--- src/rtl/lsu_wb_master.sv ---
// Load/store unit to Wishbone classic master: one outstanding access, byte-lane
// steering, load extension, misalignment rejection and bus timeout.
module lsu_wb_master #(
    parameter int unsigned TIMEOUT = 64,
    parameter int unsigned CNT_W   = 8
) (
    input  logic        clk,
    input  logic        rstn_i,
    input  logic        req_i,
    input  logic        we_i,
    input  logic [1:0]  size_i,
    input  logic        unsigned_i,
    input  logic [31:0] addr_i,
    input  logic [31:0] wdata_i,
    output logic        gnt_o,
    output logic        rvalid_o,
    output logic [31:0] rdata_o,
    output logic        err_o,
    output logic        wb_cyc_o,
    output logic        wb_stb_o,
    output logic        wb_we_o,
    output logic [31:0] wb_adr_o,
    output logic [31:0] wb_dat_o,
    output logic [3:0]  wb_sel_o,
    input  logic [31:0] wb_dat_i,
    input  logic        wb_ack_i,
    input  logic        wb_err_i
);

    localparam logic [1:0] S_IDLE = 2'd0;
    localparam logic [1:0] S_BUS  = 2'd1;
    localparam logic [1:0] S_RESP = 2'd2;
    localparam logic [1:0] S_ERR  = 2'd3;

    logic [1:0]       r_state, w_state_nxt;
    logic [CNT_W-1:0] r_cnt,   w_cnt_nxt;
    logic             r_cyc,   w_cyc_nxt;
    logic             r_we,    w_we_nxt;
    logic [31:0]      r_adr,   w_adr_nxt;
    logic [31:0]      r_dat,   w_dat_nxt;
    logic [3:0]       r_sel,   w_sel_nxt;
    logic [1:0]       r_size,  w_size_nxt;
    logic             r_uns,   w_uns_nxt;
    logic [1:0]       r_off,   w_off_nxt;
    logic             r_rvalid, w_rvalid_nxt;
    logic             r_err,   w_err_nxt;
    logic [31:0]      r_rdata, w_rdata_nxt;

    logic             w_illegal;
    logic [3:0]       w_sel_req;
    logic [31:0]      w_dat_req;
    logic [31:0]      w_shift;
    logic [31:0]      w_load;
    logic             w_timeout;

    assign gnt_o = req_i && (r_state == S_IDLE);

    // Request decode: lane selects, replicated store data, alignment check
    always_comb begin
        w_illegal = (size_i == 2'b11) ||
                    ((size_i == 2'b01) && addr_i[0]) ||
                    ((size_i == 2'b10) && (addr_i[1:0] != 2'b00));
        case (size_i)
            2'b00:   begin w_sel_req = 4'b0001 << addr_i[1:0]; w_dat_req = {4{wdata_i[7:0]}};  end
            2'b01:   begin w_sel_req = 4'b0011 << addr_i[1:0]; w_dat_req = {2{wdata_i[15:0]}}; end
            default: begin w_sel_req = 4'b1111;                w_dat_req = wdata_i;            end
        endcase
    end

    // Load alignment and extension of the slave's read data
    always_comb begin
        w_shift = wb_dat_i >> {r_off, 3'b000};
        case (r_size)
            2'b00:   w_load = r_uns ? {24'd0, w_shift[7:0]}  : {{24{w_shift[7]}},  w_shift[7:0]};
            2'b01:   w_load = r_uns ? {16'd0, w_shift[15:0]} : {{16{w_shift[15]}}, w_shift[15:0]};
            default: w_load = w_shift;
        endcase
    end

    assign w_timeout = (TIMEOUT != 0) && (r_cnt == CNT_W'(TIMEOUT - 1));

    always_comb begin
        w_state_nxt  = r_state;
        w_cnt_nxt    = r_cnt;
        w_cyc_nxt    = r_cyc;
        w_we_nxt     = r_we;
        w_adr_nxt    = r_adr;
        w_dat_nxt    = r_dat;
        w_sel_nxt    = r_sel;
        w_size_nxt   = r_size;
        w_uns_nxt    = r_uns;
        w_off_nxt    = r_off;
        w_rvalid_nxt = 1'b0;
        w_err_nxt    = 1'b0;
        w_rdata_nxt  = 32'd0;
        case (r_state)
            S_IDLE: begin
                if (req_i) begin
                    w_size_nxt = size_i;
                    w_uns_nxt  = unsigned_i;
                    w_off_nxt  = addr_i[1:0];
                    if (w_illegal) begin
                        w_state_nxt  = S_ERR;
                        w_rvalid_nxt = 1'b1;
                        w_err_nxt    = 1'b1;
                    end else begin
                        w_state_nxt = S_BUS;
                        w_cnt_nxt   = '0;
                        w_cyc_nxt   = 1'b1;
                        w_we_nxt    = we_i;
                        w_adr_nxt   = {addr_i[31:2], 2'b00};
                        w_dat_nxt   = w_dat_req;
                        w_sel_nxt   = w_sel_req;
                    end
                end
            end
            S_BUS: begin
                w_cnt_nxt = r_cnt + CNT_W'(1);
                if (wb_err_i || w_timeout || wb_ack_i) begin
                    w_state_nxt  = S_RESP;
                    w_cyc_nxt    = 1'b0;
                    w_we_nxt     = 1'b0;
                    w_adr_nxt    = 32'd0;
                    w_dat_nxt    = 32'd0;
                    w_sel_nxt    = 4'd0;
                    w_rvalid_nxt = 1'b1;
                    // Error (slave or timeout) outranks a simultaneous ack
                    if (wb_err_i || w_timeout) begin
                        w_err_nxt = 1'b1;
                    end else if (!r_we) begin
                        w_rdata_nxt = w_load;
                    end
                end
            end
            default: w_state_nxt = S_IDLE;
        endcase
    end

    always_ff @(posedge clk or negedge rstn_i) begin
        if (!rstn_i) begin
            r_state  <= S_IDLE;
            r_cnt    <= '0;
            r_cyc    <= 1'b0;
            r_we     <= 1'b0;
            r_adr    <= 32'd0;
            r_dat    <= 32'd0;
            r_sel    <= 4'd0;
            r_size   <= 2'd0;
            r_uns    <= 1'b0;
            r_off    <= 2'd0;
            r_rvalid <= 1'b0;
            r_err    <= 1'b0;
            r_rdata  <= 32'd0;
        end else begin
            r_state  <= w_state_nxt;
            r_cnt    <= w_cnt_nxt;
            r_cyc    <= w_cyc_nxt;
            r_we     <= w_we_nxt;
            r_adr    <= w_adr_nxt;
            r_dat    <= w_dat_nxt;
            r_sel    <= w_sel_nxt;
            r_size   <= w_size_nxt;
            r_uns    <= w_uns_nxt;
            r_off    <= w_off_nxt;
            r_rvalid <= w_rvalid_nxt;
            r_err    <= w_err_nxt;
            r_rdata  <= w_rdata_nxt;
        end
    end

    assign rvalid_o = r_rvalid;
    assign err_o    = r_err;
    assign rdata_o  = r_rdata;
    assign wb_cyc_o = r_cyc;
    assign wb_stb_o = r_cyc;
    assign wb_we_o  = r_we;
    assign wb_adr_o = r_adr;
    assign wb_dat_o = r_dat;
    assign wb_sel_o = r_sel;

endmodule
--- config.mk ---
export PLATFORM = sky130hd
export DESIGN_NAME = lsu_wb_master
export DESIGN_NICKNAME = d
export VERILOG_FILES = /design/src/rtl/lsu_wb_master.sv
export SDC_FILE = /design/constraint.sdc
export NUM_CORES = 1
export LEC_CHECK = 0
export CORE_ASPECT_RATIO = 1.2
export CORE_MARGIN = 2
export CORE_UTILIZATION = 41
export CTS_BUF_LIST = sky130_fd_sc_hd__clkbuf_4
export DETAILED_ROUTE_END_ITERATION = 16
export PLACE_DENSITY = 0.79
export SYNTH_ARGS = -nofsm -noshare
export SYNTH_HDL_FRONTEND = slang
export SYNTH_SLANG_ARGS = --single-unit
--- constraint.sdc ---
create_clock -name clk -period 1.5 [get_ports clk]
set_input_delay 0.3 -clock clk [delete_from_list [all_inputs] [get_ports clk]]
set_output_delay 0.3 -clock clk [all_outputs]
set_load 0.1 [all_outputs]
==> flow_summary.json <==
{
  "slew_headroom_pct": 62.07,
  "first_global_vias": 5733,
  "cts_num_sinks": 117,
  "clock.fmax_mhz": 550.9,
  "cp_slowest_stage_delay_ns": 0.42,
  "setup_viol": 130,
  "via_count": 5615,
  "met2WireLength_mm": 12.20,
  "fin_ws_ns": -0.3154,
  "wl_met1_mm": 8.192,
  "dp.cells": 867,
  "postSynthAreaPerCell_um2": 11.44,
  "drive_gt1_share_pct": 44.83,
  "root_buffer": "clkbuf_4",
  "r2r_start": "r_state[1]",
  "vdd_ir_drop_max_v": 0.001468,
  "required_ns": 1.97,
  "min_period_ns": 1.815,
  "gr-total-overflow": 0,
  "p_per_area_mw_per_mm2": 2210,
  "startpoint": "r_state[1]",
  "finalHoldViolCount": 0,
  "dpl_cell_area_mm2": 0.009080,
  "critPathMaxFanout": 7,
  "drt-total-wl_mm": 23.53,
  "setup_tns_ns": -22.70,
  "dr.first_iter.drc_count": 290,
  "grt_pass1_wl_mm": 31.77,
  "avgViaCountPerCell": 5.747,
  "worstSetupPathType": "register to register",
  "antenna_left": 0,
  "worst_pin_slew_ns": 0.5655,
  "clk_pin_slew_ns": 0.15,
  "grt_antenna_before_repair": 2,
  "num_rows": 45,
  "finalNonFillerCells": 977,
  "ys_types": 39,
  "design_area_mm2": 0.01061,
  "skew_ns": 0.03294,
  "syn_inst": 470,
  "end_kind": "register",
  "core_area_mm2": 0.01272,
  "leakagePower_uw": 0.004795,
  "die_w_um": 108.6,
  "worstRegToRegCells": 7,
  "crit_arrival_ns": 2.28,
  "layout_common_cells": "dfrtp_1 (113), buf_12 (113), buf_4 (106)",
  "dr_wl_met3_mm": 2.022,
  "tritoncts": "done",
  "synth_area_mm2": 0.005379,
  "cap_violations": 0,
  "place_ws_ns": -0.6850,
  "crit_top_cell": "a22o_4",
  "r2r_slack_ns": -0.32,
  "finalNetCount": 905,
  "gp_congestion": 0.8882,
  "startpoint_type": "register",
  "worstSkewPairLatency_ns": 0.58,
  "highest_layer": "met5",
  "seq_area_frac_synth_pct": 54.43,
  "hp-class": "input port to async pin",
  "clk_path_buf_depth": 2,
  "fin_util_pct": 83.35,
  "track_usage_pct": 30.22,
  "drc": 0,
  "ios": 211,
  "wl_per_cell_um": 24.08,
  "grt_max_degree": 51,
  "yosysWarnings": 0,
  "io_buffers": 208,
  "cp_slowest_cell": "dfrtp_1",
  "area_growth_pct": 97.18,
  "start_util_pct": 42.27,
  "outcome": "finished, violations left",
  "first_pass_iters": 4,
  "die-area_mm2": 0.01406,
  "layout_worst_path_cycle_share_pct": 121.0,
  "synth-seq-cells": 117,
  "reg2reg_to": "wb_adr_o[16]",
  "violations": "setup timing",
  "cts_max_level": 4,
  "cts-buffers-inserted": 17,
  "finalMaxSlewViolations": 0,
  "dp_hpwl_mm": 13.59,
  "fp.dieH_um": 129.5,
  "path_cells": "buf_4, nor2b_4, o21ai_4, a22o_4, buf_12, buf_16, a22o_4",
  "rsz0062_at_grt": "true"
}
-- stage by stage --
stage                     power, uW  hold WS (ns)
after floorplan               13020      0.004409
after global placement        18060        0.2202
after detailed placement      18320        0.2282
after CTS                     22270        0.1367
after global routing          24160        0.1733
final                         23440        0.1945
-- worst max-delay path by stage --
stage,to,cells after the start
after global placement,wb_we_o,5
after CTS,gnt_o,3
final,wb_adr_o[16],7
after floorplan,r_off[1],3
after detailed placement,wb_adr_o[15],5
after global routing,gnt_o,3
-- timing repair --
action                                 in CTS  in global routing
setup endpoints to repair                 176                209
gates cloned                                8                  4
resized for setup                          49                 56
hold buffers                                1                  0
pin swaps                                  10                 20
endpoints found under the hold margin     117                  0
buffers inserted                           41                 28
-- routing by layer --
metal,GRT usage (%),vias up
li1,-,2387
met1,33.97,2765
met2,53.60,373
met3,8.451,88
met4,12.67,2
met5,0,-
-- cell usage after synthesis --
| library cell | number | area [um2] |
|---|---|---|
| o21bai_1 | 2 | 15.01 |
| buf_6 | 12 | 135.1 |
| buf_4 | 3 | 22.52 |
| ha_1 | 1 | 12.51 |
| o21ai_0 | 24 | 120.1 |
| conb_1 | 1 | 3.750 |
| mux2_2 | 15 | 168.9 |
| or3_1 | 2 | 12.51 |
| a211o_1 | 2 | 17.52 |
| nor2_1 | 15 | 56.30 |
| nand3_1 | 8 | 40.04 |
| a311o_1 | 1 | 10.01 |
| a211oi_4 | 1 | 20.02 |
| nand2b_1 | 6 | 37.54 |
| nor3_1 | 10 | 50.05 |
| nand4b_1 | 1 | 8.760 |
| a211oi_1 | 15 | 112.6 |
| buf_1 | 1 | 3.750 |
| o211ai_1 | 1 | 7.510 |
| mux2i_1 | 35 | 350.3 |
| nor2b_1 | 12 | 75.07 |
| clkbuf_1 | 19 | 71.32 |
| inv_1 | 3 | 11.26 |
| dfrtp_1 | 117 | 2928 |
| o21ai_1 | 3 | 15.01 |
| and3_2 | 1 | 7.510 |
| a21o_1 | 12 | 90.09 |
| and2_1 | 9 | 56.30 |
| or3_4 | 1 | 11.26 |
| nand2_1 | 34 | 127.6 |
| a41oi_4 | 1 | 27.53 |
| a22o_1 | 54 | 473.0 |
| o2111ai_1 | 1 | 8.760 |
| o2bb2ai_1 | 8 | 70.07 |
| or4_1 | 1 | 7.510 |
| or2_2 | 1 | 6.260 |
| buf_2 | 7 | 35.03 |
| a22oi_1 | 1 | 7.510 |
| a21oi_1 | 29 | 145.1 |
-- report_power, final --
part	leakage [uW]	total, uW	switching (uW)	internal [uW]
Combinational	0.00308	15900	9360	6510
Clock	0.000151	2420	1530	893
Sequential	0.00156	5140	1090	4050
-- registers in the layout, indices dropped and copies added (netlist names) --
signal	flops
wb_cyc_o	1
r_uns	1
r_off	2
wb_sel_o	4
wb_adr_o	30
err_o	1
wb_dat_o	32
wb_we_o	1
r_state	2
rdata_o	32
r_size	2
rvalid_o	1
r_cnt	8
-- worst max-delay path: cells and delay by family (launching register included) --
| kind | cells | cell delay [ns] |
|---|---|---|
| flops | 1 | 0.42 |
| simple gates | 1 | 0.14 |
| buf+inv | 3 | 0.45 |
| compound gates | 3 | 0.69 |
-- cells by family (layout without fill, tap and decap cells) --
group / Yosys count / after routing / synth area share (%)
flops: 117 / 117 / 54.43
compound gates: 155 / 156 / 21.19
buf+inv: 45 / 385 / 5.187
other cells: 1 / 3 / 0.06972
mux: 50 / 50 / 9.653
simple gates: 101 / 101 / 9.235
fa+ha+maj: 1 / 1 / 0.2326
-- layout make-up --
| type | instances | area, um2 |
|---|---|---|
| Antenna cell | 1 | 2.502 |
| Inverter | 3 | 11.26 |
| Tap cell | 164 | 205.2 |
| Clock buffer | 17 | 127.6 |
| Fill cell | 598 | 2118 |
| Sequential cell | 117 | 2933 |
| Clock inverter | 15 | 157.7 |
| Timing Repair Buffer | 350 | 4576 |
| Multi-Input combinational cell | 310 | 2594 |
(Power assumes the default switching activity.)
==> edit 1, RTL diff (same settings) <==
Put one more register stage on the output `err_o`, without a reset. The value now appears one clock later. The other outputs are not delayed to match.
--- a/src/rtl/lsu_wb_master.sv
+++ b/src/rtl/lsu_wb_master.sv
@@ -170,5 +170,7 @@
 
     assign rvalid_o = r_rvalid;
-    assign err_o    = r_err;
+    always_ff @(posedge clk) begin
+        err_o <= r_err;
+    end
     assign rdata_o  = r_rdata;
     assign wb_cyc_o = r_cyc;
Function: changed (Yosys sat finds a counterexample within 4 cycles, from zero or initial values and one cycle with rstn_i low).
==> edit 1 against the original RTL <==
  * The flow still finishes with violations (negative setup slack)
  * Critical path depth up 2
  * Design area up 0.90%
  * Count of clock-buffer cells in the layout stayed put
  * Total power increased by 1.9%
  * Sequential cell count rose by 1
  * Wire length is 2.8% lower
  * Utilization grew 0.38 points
  * Clock skew decreased by 0.011 ns
  * Area after synthesis increased by 0.37%
  * Setup slack got worse by 0.16 ns
  * Sequential power grew 1%
  * Critical endpoint is now wb_adr_o[4]$_DFFE_PN0P_
==> edit 1: results (changes against the original RTL) <==
synth:
  yosysSeqAreaShare_pct: 54.6  # +0.17 points
  synth-adder-area-share_pct: 0.232  # -0.00086 points
  synth_compound_area_share_pct: 21.1  # -0.079 points
  synthMuxAreaShare_pct: 9.62  # -0.036 points
  synth-async-reset-ratio_pct: 99.2  # -0.85 points
  synthDistinctLibCells: 40  # +2.6%
  syn_inst: 471  # +0.21%
  ys_top_cells_by_area: "dfrtp_1 (54%), a22o_1 (8.8%), mux2i_1 (6.5%)"
finish:
  drive_gt1_share_pct: 44.2  # -0.62 points
  stdcell_count: 969  # -0.82%
  num-nets-final: 896  # -0.99%
timing:
  setup_viol: 107  # -18%
  setup_slack_ns: -0.475  # -0.159 ns
worst_setup_path:
  worstPathArrival_ns: 2.43  # +0.15 ns
  cp_max_fo: 8  # +1
  cp_top_family: "buffers and inverters"
placed_design:
  post-place-ws_ns: -0.611  # +0.0736 ns
  dp_cells: 871  # +0.46%
  gp_congestion: 0.860  # -3.2%
  hpwl_um: 13000  # -4.0%
  port_buffers: 208  # unchanged
grt:
  grt_pass1_wl_um: 31800  # +0.20%
  grt.total_usage_pct: 30.2  # -0.032 points
  grt_pass1_vias: 5837  # +1.8%
power:
  p_clk_share_pct: 12.1  # +1.8 points
  power_density_nw_per_um2: 2230  # +1.0%
  power.internal_mw: 12.1  # +5.6%
  ir_drop_mv: 1.77  # +21%
cts:
  clock_latency_ns: 0.55  # -0.03 ns
  htree_levels: 4  # unchanged
  clk_pin_slew_ns: 0.13  # -0.02 ns
outcome:
  outcome: "finished, violations left"
  violations: "negative setup slack"
route:
  wl_per_cell_um: 23.6  # -2.0%
  drtPass1Iterations: 5  # +1
  drt_iter0_drc: 398  # +37%
  via_count: 5606  # -0.16%
-- edit 1: path summary, 6_finish.rpt --
check / to / slack, ns / depth (start not counted)
worst min-delay path: wb_adr_o[22]$_DFFE_PN0P_ / 0.23 / 2
worst max register to register: wb_adr_o[4]$_DFFE_PN0P_ / -0.47 / 9
worst min register to register: err_o$_DFF_P_ / 0.37 / 0
min in group clk: wb_adr_o[29]$_DFFE_PN0P_ / 0.35 / 2
worst max-delay path: wb_adr_o[4]$_DFFE_PN0P_ / -0.47 / 9
max in group asynchronous: rdata_o[8]$_DFF_PN0_ / 0.72 / 3
-- edit 1: per-stage QoR --
stage	instance area (um2)	TNS (ns)
6_report	10700	-32.87
5_1_grt	10700	-39.31
4_1_cts	10300	-21.56
3_5_place_dp	9170	-52.32
3_3_place_gp	9170	-47.59
2_1_floorplan	5520	-5.80
-- edit 1: routing by layer --
metal	up-vias	track usage [%]	part of all wire [%]
met4	0	16.1	4.7
met5	-	0	0
met3	97	8.89	9.4
met2	361	53.1	52
met1	2780	32.7	34
li1	2368	-	-
-- edit 1: repair_timing --
| item | 4_1_cts | 5_1_grt |
|---|---|---|
| endpoints found under the setup margin | 100 | 139 |
| hold endpoints to repair | 31 | 0 |
| pin swaps | 32 | 40 |
| hold buffers | 1 | 0 |
| buffers inserted | 22 | 30 |
| resized for setup | 71 | 44 |
| gates cloned | 15 | 2 |
-- edit 1: cell type report --
type / count / area [um2]
Multi-Input combinational cell: 309 / 2570
Antenna cell: 2 / 5.00
Timing Repair Buffer: 341 / 4600
Clock inverter: 15 / 226
Tap cell: 164 / 205
Inverter: 3 / 11.3
Fill cell: 571 / 2080
Clock buffer: 17 / 128
Sequential cell: 118 / 2950
==> edit 2, RTL diff (same flow settings) <==
Without the edit above. `CNT_W`: 8 -> 9.
--- a/src/rtl/lsu_wb_master.sv
+++ b/src/rtl/lsu_wb_master.sv
@@ -3,5 +3,5 @@
 module lsu_wb_master #(
     parameter int unsigned TIMEOUT = 64,
-    parameter int unsigned CNT_W   = 8
+    parameter int unsigned CNT_W   = 9
 ) (
     input  logic        clk,
Function: no difference found for any inputs over 4 cycles, from zero or initial values and one cycle with rstn_i low; that may be too few to reach the edited logic, so the function may still have changed.
==> edit 2 against the original RTL <==
  * The flow still finishes with violations (negative setup slack)
  * Sequential cell count up 1
  * Total power up 3.4%
  * Setup slack better by 0.064 ns
  * Area after synthesis down 0.33%
  * Clock power down 7%
  * Wire length down 11%
  * Design area down 4.9%
  * First-iteration DRC count up 7.9%
  * Global-route usage down 2.5 points
  * Non-clock buffer count down 39
==> edit 2: results (changes against the original RTL) <==
outcome:
  outcome: "finished, violations left"
  violations: "negative setup slack"
power:
  ir_drop_mv: 2.11  # +44%
  p_leak_nw: 4.46  # -6.9%
route:
  drt-total-wl_um: 20900  # -11%
  drt_iter0_drc: 313  # +7.9%
  met2_length_um: 10800  # -11%
  met3_length_um: 2060  # +2.1%
  via_count: 5302  # -5.6%
  drtPass1Iterations: 5  # +1
  drt-met1-wl_um: 7250  # -12%
  top_layer: "met4"
synth:
  synthDistinctLibCells: 40  # +2.6%
  synth.top_cells.by_count: "dfrtp_1 (118), a22o_1 (51), nand2_1 (38), mux2i_1 (36), o21ai_0 (23)"
  yosysSeqAreaShare_pct: 55.1  # +0.64 points
  syn_area_per_cell_um2: 11.6  # +1.4%
  ys_top_cells_by_area: "dfrtp_1 (55%), a22o_1 (8.3%), mux2i_1 (6.7%)"
timing:
  setup_viol: 106  # -18%
  fin_skew_ns: 0.0322  # -0.000716 ns
  setup_slack_ns: -0.251  # +0.0639 ns
  timing.hold.ws_ns: 0.219  # +0.0240 ns
finish:
  signal_buffers: 311  # -11%
  multi_input_area_share_pct: 24.6  # +0.20 points
  multi_input_area_um2: 2490  # -4.1%
  stdcell_count: 930  # -4.8%
  clock_buffers: 18  # +1
  final-nonclk-buf-share_pct: 41.2  # -2.0 points
  drive_gt1_share_pct: 42.5  # -2.3 points
  ff_latch_area_um2: 2960  # +0.85%
  clock_area_share_pct: 2.69  # about the same
  num-multi-input-gates: 301  # -2.9%
placed_design:
  dpl_cell_area_um2: 8940  # -1.6%
  hpwl_um: 13200  # -2.8%
  gp_congestion: 0.921  # +3.7%
  dp_cells: 846  # -2.4%
  post-place-ws_ns: -0.574  # +0.111 ns
worst_setup_path:
  worstPathArrival_ns: 2.17  # -0.11 ns
  r2r_end: "wb_dat_o[29]$_DFFE_PN0P_"
  worstRegToRegCells: 5  # -2
  cp_max_fo: 9  # +2
cts:
  clock_latency_ns: 0.52  # -0.06 ns
  clkSinkCount: 118  # +0.85%
  clk_pin_slew_ns: 0.13  # -0.02 ns
  cts_resized: 54  # +10%
  cts_made_buffers: 17  # unchanged
  postCtsSetupBuffers: 6  # -85%
  cts_root_buffer: "clkbuf_4"
grt:
  antenna_found_initial: 1  # -1
  grt_pass1_vias: 5482  # -4.4%
  grt_max_degree: 52  # +2.0%
  met3_usage_pct: 10.6  # +2.1 points
  met1_usage_pct: 30.8  # -3.2 points
  grt_pass1_wl_um: 29500  # -7.3%
  grt_use_met2_pct: 48.0  # -5.6 points
  grt.total_usage_pct: 27.8  # -2.5 points
die:
  die_width_um: 108  # -0.16%
## edit 2: critical path, cell delays in order (launching register included)
cell and delay (ns):
dfrtp_1 0.40, nor3_2 0.25, a41oi_4 0.16, a22o_4 0.40, clkbuf_16 0.22, a22o_1 0.22
## edit 2: kinds of logic after synthesis
kind of cell,count (synthesis),synth area share (%)
AO/OA/AOI/OAI,153,21.7
flip-flops,118,55.1
AND/OR/NAND/NOR,95,8.91
multiplexers,50,9.66
buffers and inverters,44,4.39
adder cells (fa/ha/maj),1,0.233
other,1,0.0699
## edit 2: power breakdown
| group | leakage (nW) | total [mW] | switching [mW] | internal [mW] |
|---|---|---|---|---|
| Combinational | 2.74 | 16.5 | 10.0 | 6.44 |
| Sequential | 1.58 | 5.49 | 1.28 | 4.21 |
| Clock | 0.144 | 2.26 | 1.27 | 0.990 |
